==> src/rtl/ucsbece154b_fetch_queue.sv <==
// Fetch PC generator plus DEPTH-entry fetch-to-decode queue; head visible the cycle after enqueue, fetch halts only when full.
// Optional JAL pre-decode/prediction under UCSBECE154B_FQ_JALPRED_EN; execute redirect flushes everything.
module ucsbece154b_fetch_queue #(
  parameter int unsigned     XLEN     = 32,
  parameter int unsigned     ILEN     = 32,
  parameter int unsigned     DEPTH    = 4,
  parameter logic [XLEN-1:0] PC_START = 32'h00010000
) (
  input  logic                       clk,
  input  logic                       reset,
  output logic [XLEN-1:0]            PCF_o,
  input  logic [ILEN-1:0]            InstrF_i,
  input  logic                       ImemReadyF_i,
  input  logic                       RedirectE_i,
  input  logic [XLEN-1:0]            PCTargetE_i,
  input  logic                       StallD_i,
  output logic [ILEN-1:0]            InstrD_o,
  output logic [XLEN-1:0]            PCD_o,
  output logic [XLEN-1:0]            PCPlus4D_o,
  output logic                       PredTakenD_o,
  output logic                       ValidD_o,
  output logic [$clog2(DEPTH+1)-1:0] CountF_o,
  output logic                       FullF_o
);

  localparam int unsigned PW = $clog2(DEPTH);
  localparam int unsigned CW = $clog2(DEPTH+1);

  typedef struct packed {
    logic [ILEN-1:0] instr;
    logic [XLEN-1:0] pc;
    logic [XLEN-1:0] pcPlus4;
    logic            pred;
  } entry_t;

  entry_t          mem [DEPTH];
  logic [PW-1:0]   rdPtr, wrPtr;
  logic [CW-1:0]   count;
  logic [XLEN-1:0] pcF, pcPlus4F, nextPcF;
  logic            predF, enq, deq;
  entry_t          head;

  assign pcPlus4F = pcF + XLEN'(4);

`ifdef UCSBECE154B_FQ_JALPRED_EN
  logic            isJalF;
  logic [XLEN-1:0] jImmF;
  assign isJalF  = (InstrF_i[6:0] == 7'b1101111);
  assign jImmF   = {{(XLEN-21){InstrF_i[31]}}, InstrF_i[31], InstrF_i[19:12],
                    InstrF_i[20], InstrF_i[30:21], 1'b0};
  assign predF   = isJalF;
  assign nextPcF = isJalF ? (pcF + jImmF) : pcPlus4F;
`else
  assign predF   = 1'b0;
  assign nextPcF = pcPlus4F;
`endif

  assign ValidD_o = (count != '0);
  assign FullF_o  = (count == CW'(DEPTH));
  assign CountF_o = count;
  assign PCF_o    = pcF;

  // A full queue may still accept when the head leaves in the same cycle.
  assign enq = ImemReadyF_i & ~RedirectE_i & (~FullF_o | deq);
  assign deq = ValidD_o & ~StallD_i & ~RedirectE_i;

  always_ff @(posedge clk) begin
    if (reset) begin
      pcF   <= PC_START;
      rdPtr <= '0;
      wrPtr <= '0;
      count <= '0;
    end else if (RedirectE_i) begin
      pcF   <= PCTargetE_i;
      rdPtr <= '0;
      wrPtr <= '0;
      count <= '0;
    end else begin
      if (enq) begin
        pcF   <= nextPcF;
        wrPtr <= wrPtr + PW'(1);
      end
      if (deq) rdPtr <= rdPtr + PW'(1);
      case ({enq, deq})
        2'b10:   count <= count + CW'(1);
        2'b01:   count <= count - CW'(1);
        default: count <= count;
      endcase
    end
  end

  // Storage needs no reset; validity comes from the count alone.
  always_ff @(posedge clk) begin
    if (enq && !reset) mem[wrPtr] <= '{instr: InstrF_i, pc: pcF, pcPlus4: pcPlus4F, pred: predF};
  end

  // Empty head presents an all-zero bubble to decode.
  always_comb begin
    head = '0;
    if (ValidD_o) head = mem[rdPtr];
  end

  assign InstrD_o     = head.instr;
  assign PCD_o        = head.pc;
  assign PCPlus4D_o   = head.pcPlus4;
  assign PredTakenD_o = head.pred;

endmodule

==> config.mk <==
export PLATFORM = sky130hd
export DESIGN_NAME = ucsbece154b_fetch_queue
export DESIGN_NICKNAME = d
export VERILOG_FILES = /design/src/rtl/ucsbece154b_fetch_queue.sv
export SDC_FILE = /design/constraint.sdc
export NUM_CORES = 1
export LEC_CHECK = 0
export BUFFER_PORTS_ARGS = -buffer_cell sky130_fd_sc_hd__buf_2
export CAP_MARGIN = 15
export CORE_ASPECT_RATIO = 1.25
export CORE_UTILIZATION = 63
export CTS_CLUSTER_DIAMETER = 40
export DETAILED_ROUTE_END_ITERATION = 10
export PLACE_DENSITY = 0.85
export SLEW_MARGIN = 20
export SYNTH_ARGS = -nofsm -noshare
export SYNTH_HDL_FRONTEND = slang
export SYNTH_SLANG_ARGS = --single-unit
==> constraint.sdc <==
create_clock -name clk -period 11.15 [get_ports clk]
set_input_delay 2.23 -clock clk [delete_from_list [all_inputs] [get_ports clk]]
set_output_delay 2.23 -clock clk [all_outputs]
set_load 0.02 [all_outputs]
==> flow_summary_export.csv <==
group,metric,value,unit
worst_hold_path,holdPathStages,0,
critical_path,worstRegToRegCells,5,
critical_path,cp.required,11.29,ns
sta,hold_viol,0,
clock_network,clock_latency,0.53,ns
floorplanning,core,26800,µm²
critical_path,startpoint_type,"input port",
clock_network,clk_pin_slew,0.06,ns
sta,finalMaxSlewViolations,0,
clock_network,htreeDepth,2,
clock_network,cts_root_buf,"clkbuf_16",
floorplanning,start_util,64.0,%
sta,final-setup-viol-count,0,
sta,whs,0.490,ns
cells_and_area,drive_gt1_share,32.7,%
placed_design,dp_hpwl,22.9,mm
critical_path,cp_max_fo,65,
sta,fin_setup_tns,0,ns
synthesis,ys_seq_area_share,70.6,%
synthesis,synth_compound_area_share,2.81,%
synthesis,synth.distinct_cells,60,
grt,grt-ovfl-total,0,
synthesis,synth_edf_count,376,
cells_and_area,final_area,19900,µm²
pwr,power.density,172,nW/µm²
sta,setup_slack,5.86,ns
cells_and_area,fin_nets,1256,
sta,fin_skew,0.0169,ns
floorplanning,die_width,150,µm
critical_path,worstPathArrival,5.43,ns
clock_network,cts_sinks,417,
sta,rsz0062_at_grt,"false",
routing,routed_wl,38.7,mm
synthesis,synth_top_family_by_area,"multiplexers",
pwr,peakVddDrop,124,µV
grt,antenna_found_initial,0,
synthesis,synth.top_cell.area_share,65.8,%
floorplanning,rows,67,
critical_path,cp_cell_sequence,"buf_2 > or2_2 > nor3_1 > and2_4 > buf_4",
critical_path,setup.worst_path.end_class,"flop",
pwr,p_leak,0.00695,µW
clock_network,numCtsBuffers,42,
placed_design,placed_cell_area,18400,µm²
synthesis,synth.area.mux_share,12.5,%
routing,dr.first_iter.drc_count,1153,
grt,grt_pass1_wl,57.6,mm
cells_and_area,layout_commonest_cell,"edfxtp_1",
worst_hold_path,hp-class,"reg -> reg",
floorplanning,ioPinCount,203,
sta,min_period,5.29,ns
clock_network,ctsHoldBuffers,0,
routing,drc,0,
clock_network,cts_setup_buffers,0,
sta,clock.fmax,189,MHz
synthesis,yosys.area.top_type,"edfxtp_1",
routing,routedWlPerCell,24.8,µm
placed_design,port_buffers,201,
synthesis,synth_area_leaders,"edfxtp_1, mux4_2, dfxtp_1",
critical_path,cp_num_buf_inv,2,
grt,grt_max_degree,96,
synthesis,synthSimpleGateAreaFrac,9.33,%
sta,relSlewSlack,25.6,%
critical_path,crit_slowest_cell,"nor3_1",
synthesis,syn_nets,1068,
critical_path,path_depth,5,
synthesis,synth-seq-cells,417,
job,cap_violations,0,
placed_design,dp_slack,5.42,ns
critical_path,crit_type,"in -> reg",
clock_network,cts.path.max_buffers,3,
routing,detail-route-antenna-nets,0,
floorplanning,dieArea,27900,µm²
routing,drtPass1Iterations,7,
synthesis,yosys.area_share.adder,0.481,%
grt,grt_pass1_vias,9882,
cells_and_area,n_antenna_cell,0,
critical_path,max_stage_delay,0.83,ns
synthesis,avgSynthCellArea,17.3,µm²
placed_design,gp_congestion,0.879,
synthesis,synth_xor_area_share,2.04,%
clock_network,cts_tree,"built",
synthesis,synthFlopType,"edfxtp_1",
outcome,outcome,"complete, no violations",
sta,final.period_utilization,47.5,%
clock_network,ctsResizeCount,0,
synthesis,synthCells,993,
cells_and_area,fill_cells,1518,
synthesis,synthArstFlopShare,0,%
grt,track_usage,28.0,%
cells_and_area,layout_common_cells,"edfxtp_1, buf_2, and2_1, mux4_2, clkbuf_16",
cells_and_area,synthToLayoutAreaGrowth,16.0,%
synthesis,syn_area,17200,µm²
critical_path,crit_family,"simple AND/OR/NAND/NOR gates",
routing,viasPerCell,6.38,
routing,vias,9951,
floorplanning,die_h,187,µm
sta,worstMarginPinSlew,1.11,ns
synthesis,ys_warn_count,0,
worst register-to-register path: cells and delay by family, from the launching register on:
family | cells | cell delay [ns]
AND/OR/NAND/NOR | 3 | 1.53
flip-flops | 1 | 0.53
buffers and inverters | 2 | 1.02
cells in the mapped netlist, types with 6 or more instances:
master / number
nand2_1: 30
buf_2: 18
a211oi_1: 11
or4_1: 6
nor4_1: 12
mux4_2: 94
and4_1: 6
and2_1: 102
xor2_1: 15
dfxtp_1: 41
clkbuf_1: 39
inv_1: 19
o211ai_1: 6
xnor2_1: 25
nand3_1: 19
nand4_1: 15
a21oi_1: 6
edfxtp_1: 376
buf_4: 6
nor3_1: 19
buf_1: 7
nor2_1: 38
state kept, by name (all words and copies together) (netlist names), named ones only:
signal	cells
CountF_o	3
PCF_o	32
mem	376
rdPtr	2
wrPtr	2
cells by family after synthesis:
kind of cell | after synthesis
adder cells (fa/ha/maj) | 6
flip-flops | 417
multiplexers | 97
buffers and inverters | 90
AND/OR/NAND/NOR | 279
XOR/XNOR | 40
other | 1
AO/OA/AOI/OAI | 63
report_power, final:
part / leakage, µW / internal (µW) / switching, µW / total, µW
sequential: 0.00381 / 1730 / 36.6 / 1770
combinational: 0.00245 / 81.5 / 137 / 219
clock: 0.000698 / 839 / 596 / 1440
total: 0.00695 / 2650 / 770 / 3420
final cells by class:
cell class | instances | area, µm² | share of cell area [%]
clock inverter | 29 | 293 | 1.47
sequential | 417 | 12100 | 60.9
multi-input combinational | 486 | 4680 | 23.5
timing repair buffer | 215 | 1160 | 5.85
tap | 345 | 432 | 2.17
clock buffer | 49 | 1140 | 5.73
inverter | 19 | 71.3 | 0.358
path summary, 6_finish.rpt:
check	slack, ns	end	start
hold reg to reg	0.49	mem[2][44]	PCF_o[12]
setup reg to reg	7.61	mem[0][92]	CountF_o[0]
setup / recovery	5.86	mem[0][92]	reset
hold / removal	0.49	mem[2][44]	PCF_o[12]
layer usage:
layer  track usage, %  vias to the layer above  routed length (µm)
met5                0                        -                   0
li1                 -                     4278                   -
met1             36.6                     4920               14100
met4             10.8                        0                1500
met3             3.79                      118                3080
met2             47.8                      635               20100
stage by stage:
stage	total power, µW	instances	util (%)
finish	3420	1560	74.2
global route	3510	1560	74.2
CTS	3430	1557	73.9
detailed placement	2020	1479	68.6
global placement	2010	1479	68.6
floorplan	1930	993	-
Note: power is estimated with default switching activity, not from simulation.
